--- config.mk ---
export PLATFORM = sky130hd
export DESIGN_NAME = motor_serial_link_flat
export DESIGN_NICKNAME = d
export VERILOG_FILES = /design/src/rtl/motor_serial_link_if.sv /design/src/rtl/motor_serial_link.sv /design/src/flat_wrapper.sv
export SDC_FILE = /design/constraint.sdc
export NUM_CORES = 1
export LEC_CHECK = 0
export CAP_MARGIN = 5
export CORE_ASPECT_RATIO = 1.1
export CORE_MARGIN = 2
export CORE_UTILIZATION = 54
export CTS_BUF_LIST = sky130_fd_sc_hd__clkbuf_4 sky130_fd_sc_hd__clkbuf_8 sky130_fd_sc_hd__clkbuf_16
export DETAILED_ROUTE_END_ITERATION = 6
export PLACE_DENSITY = 0.8
export SLEW_MARGIN = 25
export SYNTH_ARGS = -nofsm -noshare
export SYNTH_HDL_FRONTEND = slang
export SYNTH_SLANG_ARGS = --single-unit
--- constraint.sdc ---
create_clock -name clk -period 2.2 [get_ports clk]
set_input_delay 0.33 -clock clk [delete_from_list [all_inputs] [get_ports clk]]
set_output_delay 0.33 -clock clk [all_outputs]
set_load 0.01 [all_outputs]
--- src/rtl/motor_serial_link_if.sv ---
// Handshake/control bundle between a motor controller host
// and the motor_serial_link board driver.
interface motor_serial_link_if #(
  parameter int NUM_MOTORS = 16
);
  logic                  start_i;
  logic [NUM_MOTORS-1:0] boost_i;
  logic [NUM_MOTORS-1:0] dir_i;
  logic [NUM_MOTORS-1:0] en_i;
  logic [NUM_MOTORS-1:0] step_i;
  logic [NUM_MOTORS-1:0] pfail_o;
  logic [NUM_MOTORS-1:0] sw_outa_o;
  logic [NUM_MOTORS-1:0] sw_outb_o;
  logic                  busy_o;
  logic                  valid_o;
  logic                  sclk_o;
  logic                  mosi_o;
  logic                  latch_o;
  logic                  load_n_o;
  logic                  miso_i;

  modport master (
    output start_i, boost_i, dir_i, en_i, step_i, miso_i,
    input  pfail_o, sw_outa_o, sw_outb_o, busy_o, valid_o,
    input  sclk_o, mosi_o, latch_o, load_n_o
  );

  modport slave (
    input  start_i, boost_i, dir_i, en_i, step_i, miso_i,
    output pfail_o, sw_outa_o, sw_outb_o, busy_o, valid_o,
    output sclk_o, mosi_o, latch_o, load_n_o
  );
endinterface

--- src/rtl/motor_serial_link.sv ---
// Serial exchange with a motor board: control bits out through a
// latched shift chain, status bits in through a parallel-load chain.
module motor_serial_link #(
  parameter int NUM_MOTORS = 16,
  parameter int CLK_DIV    = 4
) (
  input logic                clk,
  input logic                rst_n,
  motor_serial_link_if.slave bus
);
  localparam int TXW = 4 * NUM_MOTORS;
  localparam int RXW = 3 * NUM_MOTORS;
  localparam int CW  = $clog2(CLK_DIV + 1);
  localparam int BW  = $clog2(TXW + 1);
  localparam logic [CW-1:0] PH_LAST  = CW'(CLK_DIV - 1);
  localparam logic [BW-1:0] BIT_LAST = BW'(TXW - 1);
  localparam logic [BW-1:0] RX_BITS  = BW'(RXW);

  typedef enum logic [2:0] {
    IDLE, LOAD, SHIFT, LATCH, DONE
  } state_e;

  state_e                state_q, state_d;
  logic [CW-1:0]         ph_q;
  logic                  hi_q;
  logic [BW-1:0]         bit_q;
  logic [TXW-1:0]        tx_q;
  logic [RXW-1:0]        rx_q;
  logic                  mosi_q;
  logic [NUM_MOTORS-1:0] pfail_q;
  logic [NUM_MOTORS-1:0] outa_q;
  logic [NUM_MOTORS-1:0] outb_q;
  logic [TXW-1:0]        snap;
  logic                  ph_end;
  logic                  bit_end;

  assign ph_end  = (ph_q == PH_LAST);
  assign bit_end = (bit_q == BIT_LAST);

  // Pack controls so the top bit is motor N boost, then dir, en, step.
  always_comb begin
    snap = '0;
    for (int i = 0; i < NUM_MOTORS; i++) begin
      snap[4*i+3] = bus.boost_i[i];
      snap[4*i+2] = bus.dir_i[i];
      snap[4*i+1] = bus.en_i[i];
      snap[4*i]   = bus.step_i[i];
    end
  end

  // Next-state sequencing of the frame.
  always_comb begin
    state_d = state_q;
    unique case (state_q)
      IDLE:    if (bus.start_i) state_d = LOAD;
      LOAD:    if (ph_end) state_d = SHIFT;
      SHIFT:   if (ph_end && hi_q && bit_end) state_d = LATCH;
      LATCH:   if (ph_end) state_d = DONE;
      DONE:    state_d = IDLE;
      default: state_d = IDLE;
    endcase
  end

  // State register.
  always_ff @(posedge clk or negedge rst_n) begin
    if (!rst_n) state_q <= IDLE;
    else        state_q <= state_d;
  end

  // Phase/bit counters, shift registers and status capture.
  always_ff @(posedge clk or negedge rst_n) begin
    if (!rst_n) begin
      ph_q    <= '0;
      hi_q    <= 1'b0;
      bit_q   <= '0;
      tx_q    <= '0;
      rx_q    <= '0;
      mosi_q  <= 1'b0;
      pfail_q <= '0;
      outa_q  <= '0;
      outb_q  <= '0;
    end else begin
      unique case (state_q)
        IDLE: begin
          ph_q  <= '0;
          hi_q  <= 1'b0;
          bit_q <= '0;
          if (bus.start_i) tx_q <= snap;
        end
        LOAD: begin
          ph_q <= ph_end ? '0 : ph_q + CW'(1);
          if (ph_end) begin
            mosi_q <= tx_q[TXW-1];
            tx_q   <= {tx_q[TXW-2:0], 1'b0};
          end
        end
        SHIFT: begin
          ph_q <= ph_end ? '0 : ph_q + CW'(1);
          if (ph_end) begin
            hi_q <= ~hi_q;
            if (!hi_q && (bit_q < RX_BITS))
              rx_q <= {rx_q[RXW-2:0], bus.miso_i};
            if (hi_q) begin
              bit_q  <= bit_q + BW'(1);
              mosi_q <= bit_end ? 1'b0 : tx_q[TXW-1];
              tx_q   <= {tx_q[TXW-2:0], 1'b0};
            end
          end
        end
        LATCH: begin
          ph_q <= ph_end ? '0 : ph_q + CW'(1);
          if (ph_end) begin
            for (int i = 0; i < NUM_MOTORS; i++) begin
              pfail_q[i] <= rx_q[3*i+2];
              outb_q[i]  <= rx_q[3*i+1];
              outa_q[i]  <= rx_q[3*i];
            end
          end
        end
        default: ;
      endcase
    end
  end

  assign bus.busy_o    = (state_q == LOAD) || (state_q == SHIFT) ||
                         (state_q == LATCH);
  assign bus.valid_o   = (state_q == DONE);
  assign bus.load_n_o  = (state_q != LOAD);
  assign bus.latch_o   = (state_q == LATCH);
  assign bus.sclk_o    = hi_q;
  assign bus.mosi_o    = mosi_q;
  assign bus.pfail_o   = pfail_q;
  assign bus.sw_outa_o = outa_q;
  assign bus.sw_outb_o = outb_q;
endmodule

--- src/flat_wrapper.sv ---
// flat-port wrapper written by rule: the top's interface ports become plain ports
module motor_serial_link_flat 
#(
  parameter int NUM_MOTORS = 16,
  parameter int CLK_DIV    = 4
)
  (clk, rst_n, bus_start_i, bus_boost_i, bus_dir_i, bus_en_i, bus_step_i, bus_miso_i, bus_pfail_o, bus_sw_outa_o, bus_sw_outb_o, bus_busy_o, bus_valid_o, bus_sclk_o, bus_mosi_o, bus_latch_o, bus_load_n_o);
  motor_serial_link_if #(.NUM_MOTORS(NUM_MOTORS)) bus_i ();
  input logic clk;
  input logic rst_n;
  input wire logic [$bits(bus_i.start_i)-1:0] bus_start_i;
  input wire logic [$bits(bus_i.boost_i)-1:0] bus_boost_i;
  input wire logic [$bits(bus_i.dir_i)-1:0] bus_dir_i;
  input wire logic [$bits(bus_i.en_i)-1:0] bus_en_i;
  input wire logic [$bits(bus_i.step_i)-1:0] bus_step_i;
  input wire logic [$bits(bus_i.miso_i)-1:0] bus_miso_i;
  output wire logic [$bits(bus_i.pfail_o)-1:0] bus_pfail_o;
  output wire logic [$bits(bus_i.sw_outa_o)-1:0] bus_sw_outa_o;
  output wire logic [$bits(bus_i.sw_outb_o)-1:0] bus_sw_outb_o;
  output wire logic [$bits(bus_i.busy_o)-1:0] bus_busy_o;
  output wire logic [$bits(bus_i.valid_o)-1:0] bus_valid_o;
  output wire logic [$bits(bus_i.sclk_o)-1:0] bus_sclk_o;
  output wire logic [$bits(bus_i.mosi_o)-1:0] bus_mosi_o;
  output wire logic [$bits(bus_i.latch_o)-1:0] bus_latch_o;
  output wire logic [$bits(bus_i.load_n_o)-1:0] bus_load_n_o;
  assign bus_i.start_i = bus_start_i;
  assign bus_i.boost_i = bus_boost_i;
  assign bus_i.dir_i = bus_dir_i;
  assign bus_i.en_i = bus_en_i;
  assign bus_i.step_i = bus_step_i;
  assign bus_i.miso_i = bus_miso_i;
  assign bus_pfail_o = bus_i.pfail_o;
  assign bus_sw_outa_o = bus_i.sw_outa_o;
  assign bus_sw_outb_o = bus_i.sw_outb_o;
  assign bus_busy_o = bus_i.busy_o;
  assign bus_valid_o = bus_i.valid_o;
  assign bus_sclk_o = bus_i.sclk_o;
  assign bus_mosi_o = bus_i.mosi_o;
  assign bus_latch_o = bus_i.latch_o;
  assign bus_load_n_o = bus_i.load_n_o;
  motor_serial_link #(.NUM_MOTORS(NUM_MOTORS), .CLK_DIV(CLK_DIV)) u_core (.clk(clk), .rst_n(rst_n), .bus(bus_i));
endmodule
==> out/metrics.csv, run 1 <==
stage;metric;value;unit
synth;leading post-synthesis cells by cell area;dfrtp_1 (58%), mux2_2 (30%), mux2_1 (2.8%), buf_6 (1.2%), buf_2 (0.86%);
die;number of cell rows;45;
finish;Area Growth Syn to Fin;27.5;%
worst_setup_path;Crit. End Element;output pin;
detailed_routing;Detail Route Antenna Nets;0;
worst_setup_path;Crit Path Category;reg2out;
detailed_routing;DRC Markers;0;
die;Initial Util;55.0;%
detailed_routing;WL per Instance;16.4;µm
synth;syn_nets;572;
synth;cell taking the most area after synthesis;dfrtp_1;
worst_setup_path;Data required, critical path;1870;ps
finish;Util after Layout;70.1;%
power_and_ir_drop;maximum vdd drop;0.000612;V
power_and_ir_drop;Internal;5.19;mW
flow_run;max-cap viol count;0;
detailed_routing;Vias/cell;5.35;
timing;final hold slack;451;ps
timing;period utilization;96.6;%
finish;fill count;957;
clock_tree;CTS H-tree lvls;4;
power_and_ir_drop;Comb power frac;4.7;%
synth;Async SR Flop Fraction;100;%
clock_tree;clock net sink count;175;
detailed_routing;Starting DRT DRC Count;108;
power_and_ir_drop;Pleak;4.38;nW
global_route;initial antenna violation count;0;
power_and_ir_drop;P per Cell Area;673;mW/mm²
finish;ANT cells;0;
timing;Worst slew margin;55.8;%
power_and_ir_drop;switching share of power;20.2;%
worst_setup_path;peak fanout along the critical path;10;
clock_tree;clock latency on the worst-skew pair;420;ps
run_status;status;finished, final reports clean;
synth;register area share after synthesis;57.7;%
place;Post-DP HPWL;8990;µm
timing;setup ws final;73.8;ps
timing;Final TNS setup;0;ps
die;die width;117;µm
synth;synth warn;0;
place;IO Port Bufs;121;
synth;most common flop cell mapped by yosys;dfrtp_1;
global_route;GR Overflow Total;0;
global_route;GRT Util Overall;19.4;%
finish;Final #Nets;702;
hold_path;type of the tightest min-delay check;in2async;
place;placed insts;798;
clock_tree;Reg clk slew, reported paths;60;ps
timing;RSZ-0062 raised after global routing;no;
timing;Tmin final;2130;ps
timing;Setup-failing EPs final;0;
timing;Fin. Hold Viols;0;
place;gpl congestion;0.903;
synth;Mapped Area;0.00759;mm²
timing;clk_skew;6.34;ps
clock_tree;root buf cell;clkbuf_16;
timing;Achievable Freq;470;MHz
synth;Post-synth top cells;mux2_2 (204), dfrtp_1 (175), mux2_1 (19), buf_2 (13), nor2_1 (10);
timing;Worst Tran Pin Value;658;ps
timing;Slew Limit Fails;0;
place;pre-CTS setup slack;163;ps
power_and_ir_drop;share of power burned in registers;50.9;%
synth;Mean Syn Cell Area;15.1;µm²
global_route;vias in the first global route;4701;
clock_tree;CTS tree;done;
finish;layout cells sized above 1;40.4;%
detailed_routing;routed wire length;13600;µm
clock_tree;cts bufs inserted;17;
clock_tree;clk buf depth;2;
global_route;global-route wire length before repair;22600;µm
worst_setup_path;Worst Setup Start Kind;flip-flop;
synth;cells after synthesis;502;
power_and_ir_drop;Clk pwr share;44.4;%
die;Top Ports;122;
detailed_routing;DR vias;4452;
synth;most frequent cell after synthesis;mux2_2;
synth;number of synthesized flops with an enable pin;0;
global_route;largest net degree at the start of global routing;66;
die;DIE AREA;0.0150;mm²
power_and_ir_drop;P_sw;1.32;mW
synth;Synth cell types;41;
synth;Yosys reg bits;175;
finish;non-filler cells, final;832;
die;Core ar.;0.0138;mm²
die;die height;128;µm
synth;Synth top area share;57.7;%
detailed_routing;drt pass-1 iters;4;
worst_setup_path;CP arrival;1800;ps
-- state kept, by name, indices dropped and copies added, names as in the netlist --
| signal | count |
|---|---|
| u_core.tx_q | 64 |
| u_core.rx_q | 48 |
| u_core.bus.pfail_o | 16 |
| u_core.bus.sw_outa_o | 16 |
| u_core.bus.sw_outb_o | 16 |
| u_core.bit_q | 7 |
| u_core.ph_q | 3 |
| u_core.state_q | 3 |
| u_core.bus.mosi_o | 1 |
| u_core.bus.sclk_o | 1 |
-- worst max-delay path: stages, from the launching register on --
cell,delay (ps)
dfrtp_1,400
buf_4,190
nor2_1,130
and2_1,130
clkdlybuf4s50_1,520
-- cell usage in the layout (no fill, tap or decap), types with 2 or more instances in the layout --
cell type,netlist,routed
clkbuf_8,0,5
nand3b_1,3,3
mux2_2,204,204
clkinv_2,0,2
buf_12,0,8
a21oi_1,2,2
nand2b_1,4,4
clkinvlp_4,0,3
xnor2_1,4,4
clkbuf_16,0,17
inv_1,2,2
or3b_2,2,2
nand4_1,2,2
o21ai_0,8,8
dfrtp_1,175,174
nor3_1,3,3
clkdlybuf4s50_1,0,119
and2_1,2,2
a211oi_1,3,3
mux2_1,19,19
nand2_1,8,7
nor2_1,10,10
nor2b_1,2,2
ha_1,2,2
o211ai_1,3,3
buf_4,3,7
-- repair_timing --
action | 4_1_cts | 5_1_grt
endpoints found under the setup margin | 3 | 1
pin swaps | 0 | 0
gates resized for setup | 1 | 1
hold endpoints to repair | 62 | 0
buffers inserted | 0 | 2
hold buffers | 1 | 0
-- layout make-up --
class                      instances  area [µm²]  area share (%)
clock buffer                      23         502            5.19
clock inverter                     8        80.1           0.828
inverter                           3        11.3           0.116
multi-input combinational        298        3030            31.3
sequential                       175        4380            45.3
tap                              188         235            2.43
timing repair buffer             137        1440            14.9
-- power by group through the flow --
| stage | registers [mW] | clock network, mW | logic (mW) |
|---|---|---|---|
| after floorplan | 3.36 | 0 | 0.0969 |
| after detailed placement | 3.37 | 0 | 0.309 |
| after global routing | 3.32 | 3.09 | 0.340 |
| final | 3.31 | 2.89 | 0.305 |
| after global placement | 3.37 | 0 | 0.300 |
| after CTS | 3.31 | 2.98 | 0.315 |
-- per-layer routing --
layer / GRT usage [%] / part of all wire (%) / wire [µm] / vias up
met3: 7.57 / 7.2 / 984 / 13
met4: 5.67 / 0.95 / 129 / 0
met1: 25.1 / 44 / 6000 / 2265
li1: - / - / - / 2058
met5: 0 / 0 / 0 / -
met2: 30.5 / 48 / 6530 / 116
-- final timing paths --
kind	start	to	slack [ps]	cells after the start
setup / recovery	u_core.state_q[1]	bus_valid_o	70	4
setup reg to reg	u_core.ph_q[0]	u_core.tx_q[24]	200	6
max in group asynchronous	rst_n	u_core.bus.pfail_o[9]	1070	3
hold / removal	rst_n	u_core.tx_q[12]	450	2
min in group clk	u_core.tx_q[26]	u_core.tx_q[26]	480	1
hold reg to reg	u_core.tx_q[26]	u_core.tx_q[26]	480	1
-- per-stage QoR --
step,area [µm²],power (mW)
2_1_floorplan,7590,3.46
3_3_place_gp,9060,3.67
3_5_place_dp,9060,3.68
4_1_cts,9660,6.60
5_1_grt,9670,6.74
6_report,9670,6.51
-- kinds of logic after synthesis --
kind of cell / after synthesis / synth area share [%]
AO/OA/AOI/OAI: 24 / 2.41
XOR/XNOR: 5 / 0.577
adder cells (fa/ha/maj): 2 / 0.330
buffers and inverters: 29 / 2.59
flip-flops: 175 / 57.7
multiplexers: 224 / 33.2
AND/OR/NAND/NOR: 43 / 3.15
(Power assumes the default switching activity.)
==> inputs of run 2 (changes only) <==
--- a/config.mk
+++ b/config.mk
@@ -7,7 +7,6 @@
 export LEC_CHECK = 0
 export CAP_MARGIN = 5
 export CORE_ASPECT_RATIO = 1.1
-export CORE_MARGIN = 2
 export CORE_UTILIZATION = 54
 export CTS_BUF_LIST = sky130_fd_sc_hd__clkbuf_4 sky130_fd_sc_hd__clkbuf_8 sky130_fd_sc_hd__clkbuf_16
 export DETAILED_ROUTE_END_ITERATION = 6
==> run 2 against run 1 <==
  * Clock power is 9.0% higher
  * Power is 3.9% higher
  * Register-to-register slack worse by 70 ps
  * Non-clock buffer count is 1 higher
  * Global-route usage is 0.89 points higher
  * Die area is 3.2% lower
  * Critical path type unchanged
  * Largest cell class unchanged
==> out/metrics.csv, run 2 (synthesis gave the netlist of run 1 again) <==
stage;metric;value;unit;change
run_status;status;finished, final reports clean;;unchanged
detailed_routing;metal3 WL;996;µm;was 984 µm
clock_tree;clock net sink count;175;;unchanged
die;number of cell rows;45;;unchanged
clock_tree;cts bufs inserted;17;;unchanged
place;IO Port Bufs;121;;unchanged
worst_setup_path;Worst Setup Start Kind;flip-flop;;unchanged
power_and_ir_drop;Pleak;4.42;nW;was 4.38 nW
detailed_routing;DRT met1 WL;5900;µm;was 6000 µm
clock_tree;clock latency on the worst-skew pair;420;ps;about the same
finish;fin area;0.00970;mm²;was 0.00967 mm²
clock_tree;Reg clk slew, reported paths;60;ps;about the same
global_route;GRT Util Overall;20.3;%;was 19.4%
die;Core ar.;0.0137;mm²;was 0.0138 mm²
worst_setup_path;Crit. End Element;output pin;;unchanged
finish;biggest regs;u_core.tx_q x64, u_core.rx_q x48;;unchanged
worst_setup_path;peak fanout along the critical path;10;;unchanged
finish;ANT cells;0;;unchanged
finish;most flop-heavy register;u_core.tx_q;;unchanged
timing;Worst slew margin;60.2;%;was 55.8%
detailed_routing;met2 WL post-DR;6340;µm;was 6530 µm
worst_setup_path;CP arrival;1750;ps;was 1800 ps
flow_run;max-cap viol count;0;;unchanged
detailed_routing;routed wire length;13500;µm;was 13600 µm
timing;Slew Limit Fails;0;;unchanged
timing;RSZ-0062 raised after global routing;no;;unchanged
power_and_ir_drop;maximum vdd drop;0.000542;V;was 0.000612 V
worst_setup_path;Crit Path Category;reg2out;;unchanged
timing;period utilization;94.7;%;was 96.6%
power_and_ir_drop;P per Cell Area;697;mW/mm²;was 673 mW/mm²
clock_tree;root buf cell;clkbuf_16;;unchanged
detailed_routing;DRC Markers;0;;unchanged
power_and_ir_drop;Power Total;6.76;mW;was 6.51 mW
timing;Achievable Freq;480;MHz;was 470 MHz
timing;Worst Tran Pin Value;597;ps;was 658 ps
detailed_routing;DR vias;4420;;was 4452
worst_setup_path;Data required, critical path;1870;ps;about the same
detailed_routing;Vias/cell;5.32;;was 5.35
global_route;GR Overflow Total;0;;unchanged
finish;layout cells sized above 1;40.3;%;was 40.4%
clock_tree;CTS tree;done;;unchanged
place;Post-DP Area;0.00903;mm²;was 0.00906 mm²
finish;Area Growth Syn to Fin;27.8;%;was 27.5%
detailed_routing;drt pass-1 iters;4;;unchanged
global_route;global-route wire length before repair;22700;µm;was 22600 µm
die;die height;126;µm;was 128 µm
detailed_routing;Starting DRT DRC Count;192;;was 108
place;gpl congestion;0.803;;was 0.903
timing;Fin. Hold Viols;0;;unchanged
detailed_routing;Detail Route Antenna Nets;0;;unchanged
finish;most frequent cells in the layout;mux2_2 (204), dfrtp_1 (174), clkdlybuf4s50_1 (119);;unchanged
place;Post-DP HPWL;8770;µm;was 8990 µm
detailed_routing;WL per Instance;16.3;µm;was 16.4 µm
finish;fill count;984;;was 957
die;Initial Util;55.2;%;was 55.0%
global_route;vias in the first global route;4704;;was 4701
finish;flip-flop count of the largest register after layout;64;;unchanged
detailed_routing;top routing layer used;met4;;unchanged
finish;commonest non-fill, non-tap cell in the layout;mux2_2;;unchanged
worst_setup_path;reg-to-reg setup timing slack;130;ps;was 200 ps
finish;Util after Layout;70.6;%;was 70.1%
die;DIE AREA;0.0145;mm²;was 0.0150 mm²
timing;Setup-failing EPs final;0;;unchanged
global_route;initial antenna violation count;0;;unchanged
die;die width;115;µm;was 117 µm
hold_path;type of the tightest min-delay check;in2async;;unchanged
clock_tree;CTS H-tree lvls;4;;unchanged
timing;Final TNS setup;0;ps;unchanged
finish;Final #Nets;703;;was 702
clock_tree;clk buf depth;2;;unchanged
global_route;largest net degree at the start of global routing;65;;was 66
timing;Tmin final;2080;ps;was 2130 ps
timing;clk_skew;8.18;ps;was 6.34 ps
die;Top Ports;122;;unchanged
-- run 2: final timing paths --
check	from	end	cells past startpoint
worst max register to register	u_core.state_q[1]	u_core.tx_q[52]	6
worst min-delay path	rst_n	u_core.tx_q[11]	2
max in group asynchronous	rst_n	u_core.tx_q[60]	3
worst max-delay path	u_core.state_q[0]	bus_valid_o	4
min in group clk	u_core.tx_q[62]	u_core.tx_q[62]	1
worst min register to register	u_core.tx_q[62]	u_core.tx_q[62]	1
-- run 2: metrics by stage --
stage                     hold slack (ps)  setup slack, ps  std cells
final                                 463              117        831
after global routing                  507             27.0        831
after CTS                             470             39.6        831
after detailed placement              347              140        799
after global placement                339              190        799
after floorplan                      34.4              304        502
-- run 2: critical path, stage by stage (launching register included) --
cell and delay [ps]:
dfrtp_1 390, buf_4 170, nor2_1 120, and2_1 130, clkdlybuf4s50_1 530
-- run 2: area by class of cell --
class / count / area (µm²) / share of cell area [%]
clock inverter: 4 / 97.6 / 1.01
clock buffer: 25 / 536 / 5.52
sequential: 175 / 4380 / 45.2
timing repair buffer: 138 / 1410 / 14.5
tap: 188 / 235 / 2.43
multi-input combinational: 298 / 3030 / 31.2
inverter: 3 / 11.3 / 0.116
-- run 2: per-layer routing --
metal,global-route usage (%),vias to the layer above
met1,25.5,2218
li1,-,2062
met3,6.83,24
met5,0,-
met4,8.40,0
met2,32.1,116
-- run 2: power by group --
group	total (mW)	leakage, nW	internal, mW	switching, mW
Combinational	0.301	1.84	0.193	0.108
Sequential	3.31	2.27	3.28	0.0310
Clock	3.15	0.310	2.01	1.14
Total	6.76	4.42	5.49	1.27
-- run 2: what timing repair did --
item	CTS	global route
gates resized for setup	1	1
gates cloned	0	0
hold buffers	1	0
setup buffers	2	0
setup endpoints to repair	2	1
endpoints found under the hold margin	59	0
==> inputs of run 3 (changes only) <==
--- a/config.mk
+++ b/config.mk
@@ -7,11 +7,11 @@
 export LEC_CHECK = 0
 export CAP_MARGIN = 5
 export CORE_ASPECT_RATIO = 1.1
-export CORE_UTILIZATION = 54
+export CORE_UTILIZATION = 36
 export CTS_BUF_LIST = sky130_fd_sc_hd__clkbuf_4 sky130_fd_sc_hd__clkbuf_8 sky130_fd_sc_hd__clkbuf_16
 export DETAILED_ROUTE_END_ITERATION = 6
-export PLACE_DENSITY = 0.8
-export SLEW_MARGIN = 25
+export PLACE_DENSITY = 0.53
+export SLEW_MARGIN = 20
 export SYNTH_ARGS = -nofsm -noshare
 export SYNTH_HDL_FRONTEND = slang
 export SYNTH_SLANG_ARGS = --single-unit
==> run 3 against run 2 <==
  * Maximum frequency rose by 0.81%
  * Sequential cell count did not move
  * Setup slack improved by 17 ps
  * Via count barely moved
  * Clock skew rose by 6.7 ps
  * Clock power fell by 1%
  * Combinational power rose by 2%
  * Count of clock-buffer cells in the layout fell by 8
  * Sequential power barely moved
  * Core utilization fell by 23 points
  * Sequential share of layout area fell by 0.53 points
  * Critical path type unchanged
  * Highest routed layer unchanged
==> out/metrics.csv, run 3 (synthesis gave the netlist of run 1 again) <==
stage;metric;value;unit;change
finish;commonest non-fill, non-tap cell in the layout;mux2_2;;unchanged
global_route;GRT Util Overall;14.3;%;was 20.3%
finish;biggest regs;u_core.tx_q x64, u_core.rx_q x48;;unchanged
clock_tree;Reg clk slew, reported paths;70;ps;was 60 ps
global_route;vias in the first global route;4677;;was 4704
detailed_routing;Starting DRT DRC Count;221;;was 192
power_and_ir_drop;Pleak;4.42;nW;about the same
finish;Final #Nets;704;;was 703
detailed_routing;Vias/cell;4.90;;was 5.32
clock_tree;root buf cell;clkbuf_16;;unchanged
power_and_ir_drop;switching share of power;23.8;%;was 18.9%
detailed_routing;routed wire length;14600;µm;was 13500 µm
detailed_routing;drt pass-1 iters;4;;unchanged
finish;ANT cells;0;;unchanged
global_route;largest net degree at the start of global routing;65;;unchanged
finish;Area Growth Syn to Fin;29.4;%;was 27.8%
clock_tree;clock net sink count;175;;unchanged
timing;final hold slack;452;ps;was 463 ps
finish;most flop-heavy register;u_core.tx_q;;unchanged
global_route;initial antenna violation count;0;;unchanged
global_route;global-route wire length before repair;24400;µm;was 22700 µm
place;pre-CTS setup slack;94.5;ps;was 140 ps
worst_setup_path;Crit. End Element;output pin;;unchanged
worst_setup_path;CP max stage delay;580;ps;was 530 ps
finish;most frequent cells in the layout;mux2_2 (204), dfrtp_1 (173), clkdlybuf4s50_1 (118);;was mux2_2 (204), dfrtp_1 (174), clkdlybuf4s50_1 (119)
worst_setup_path;Crit Path Category;reg2out;;unchanged
power_and_ir_drop;maximum vdd drop;0.000567;V;was 0.000542 V
worst_setup_path;Worst Setup Start Kind;flip-flop;;unchanged
detailed_routing;WL per Instance;16.1;µm;was 16.3 µm
flow_run;max-cap viol count;0;;unchanged
power_and_ir_drop;share of power burned in registers;49.2;%;was 49.0%
detailed_routing;Detail Route Antenna Nets;0;;unchanged
power_and_ir_drop;P per Cell Area;685;mW/mm²;was 697 mW/mm²
die;DIE AREA;0.0217;mm²;was 0.0145 mm²
die;Initial Util;36.8;%;was 55.2%
place;Post-DP HPWL;9250;µm;was 8770 µm
power_and_ir_drop;P_sw;1.60;mW;was 1.27 mW
timing;Worst slew margin;60.5;%;was 60.2%
timing;Worst Tran Pin Value;592;ps;was 597 ps
timing;Tmin final;2070;ps;was 2080 ps
die;Core ar.;0.0206;mm²;was 0.0137 mm²
timing;Achievable Freq;484;MHz;was 480 MHz
place;gpl congestion;0.790;;was 0.803
die;number of cell rows;55;;was 45
timing;Final TNS setup;0;ps;unchanged
place;IO Port Bufs;121;;unchanged
timing;period utilization;93.9;%;was 94.7%
finish;flip-flop count of the largest register after layout;64;;unchanged
worst_setup_path;critical path, cell by cell;nor2b_1, and2_1, clkdlybuf4s50_1;;was buf_4, nor2_1, and2_1, clkdlybuf4s50_1
clock_tree;CTS H-tree lvls;4;;unchanged
clock_tree;clk buf depth;2;;unchanged
detailed_routing;DRC Markers;0;;unchanged
clock_tree;clock latency on the worst-skew pair;430;ps;was 420 ps
clock_tree;cts bufs inserted;17;;unchanged
worst_setup_path;CP arrival;1740;ps;was 1750 ps
power_and_ir_drop;Clk pwr share;46.3;%;was 46.6%
timing;Setup-failing EPs final;0;;unchanged
global_route;GR Overflow Total;0;;unchanged
timing;RSZ-0062 raised after global routing;no;;unchanged
power_and_ir_drop;Internal;5.12;mW;was 5.49 mW
die;Top Ports;122;;unchanged
timing;clk_skew;14.9;ps;was 8.18 ps
power_and_ir_drop;Comb power frac;4.6;%;was 4.4%
worst_setup_path;peak fanout along the critical path;4;;was 10
hold_path;type of the tightest min-delay check;in2async;;unchanged
finish;layout cells sized above 1;41.0;%;was 40.3%
die;die width;140;µm;was 115 µm
die;die height;154;µm;was 126 µm
run_status;status;finished, final reports clean;;unchanged
timing;setup ws final;134;ps;was 117 ps
clock_tree;CTS tree;done;;unchanged
timing;Fin. Hold Viols;0;;unchanged
worst_setup_path;Data required, critical path;1870;ps;about the same
finish;Util after Layout;47.5;%;was 70.6%
timing;Slew Limit Fails;0;;unchanged
worst_setup_path;Crit-path slowest cell;clkdlybuf4s50_1;;unchanged
detailed_routing;DR vias;4424;;was 4420
==> run 3: power by group through the flow <==
stage               logic (mW)  clock network [mW]  registers [mW]
CTS                      0.317                3.23            3.31
floorplan               0.0969                   0            3.36
finish                   0.306                3.11            3.30
global placement         0.306                   0            3.37
detailed placement       0.313                   0            3.37
global route             0.342                3.35            3.31
==> run 3: per-stage QoR <==
step	power [mW]	area (µm²)	std cells
after global routing	7.01	9810	903
after CTS	6.85	9800	903
after detailed placement	3.68	9140	867
final	6.72	9810	903
after global placement	3.67	9140	867
after floorplan	3.46	7590	502
==> run 3: final cells by class <==
cell class / instances / area (µm²)
well taps: 256 / 320
clock inverters: 15 / 198
inverters: 3 / 11.3
repair buffers: 139 / 1450
multi-input cells: 298 / 3030
clock buffers: 17 / 425
fillers: 1846 / 10800
flip-flops and latches: 175 / 4380
==> run 3: final timing paths <==
check | startpoint | endpoint | slack [ps] | depth (start not counted)
worst max-delay path | u_core.state_q[2] | bus_latch_o | 130 | 3
worst min-delay path | rst_n | u_core.tx_q[8] | 450 | 2
worst max register to register | u_core.state_q[0] | u_core.tx_q[5] | 140 | 6
worst min register to register | u_core.tx_q[52] | u_core.tx_q[52] | 480 | 1
max in group asynchronous | rst_n | u_core.rx_q[27] | 1100 | 3
min in group clk | u_core.tx_q[52] | u_core.tx_q[52] | 480 | 1
==> run 3: critical path: cells and delay by family, from the launching register on <==
family / cells / cell delay, ps
buf+inv: 1 / 580
flops: 1 / 450
simple gates: 2 / 290
==> run 3: timing repair <==
| action | CTS | global route |
|---|---|---|
| resized for setup | 2 | 4 |
| setup endpoints to repair | 4 | 14 |
| hold buffers | 1 | 0 |
| hold endpoints to repair | 55 | 0 |
| pin swaps | 0 | 0 |
| setup buffers | 3 | 0 |
==> run 3: layer usage <==
metal	track usage [%]	up-vias	share of wire (%)
li1	-	2068	-
met1	19.3	2232	48
met5	0	-	0
met3	4.95	15	6.3
met2	21.4	109	45
met4	4.66	0	1.2
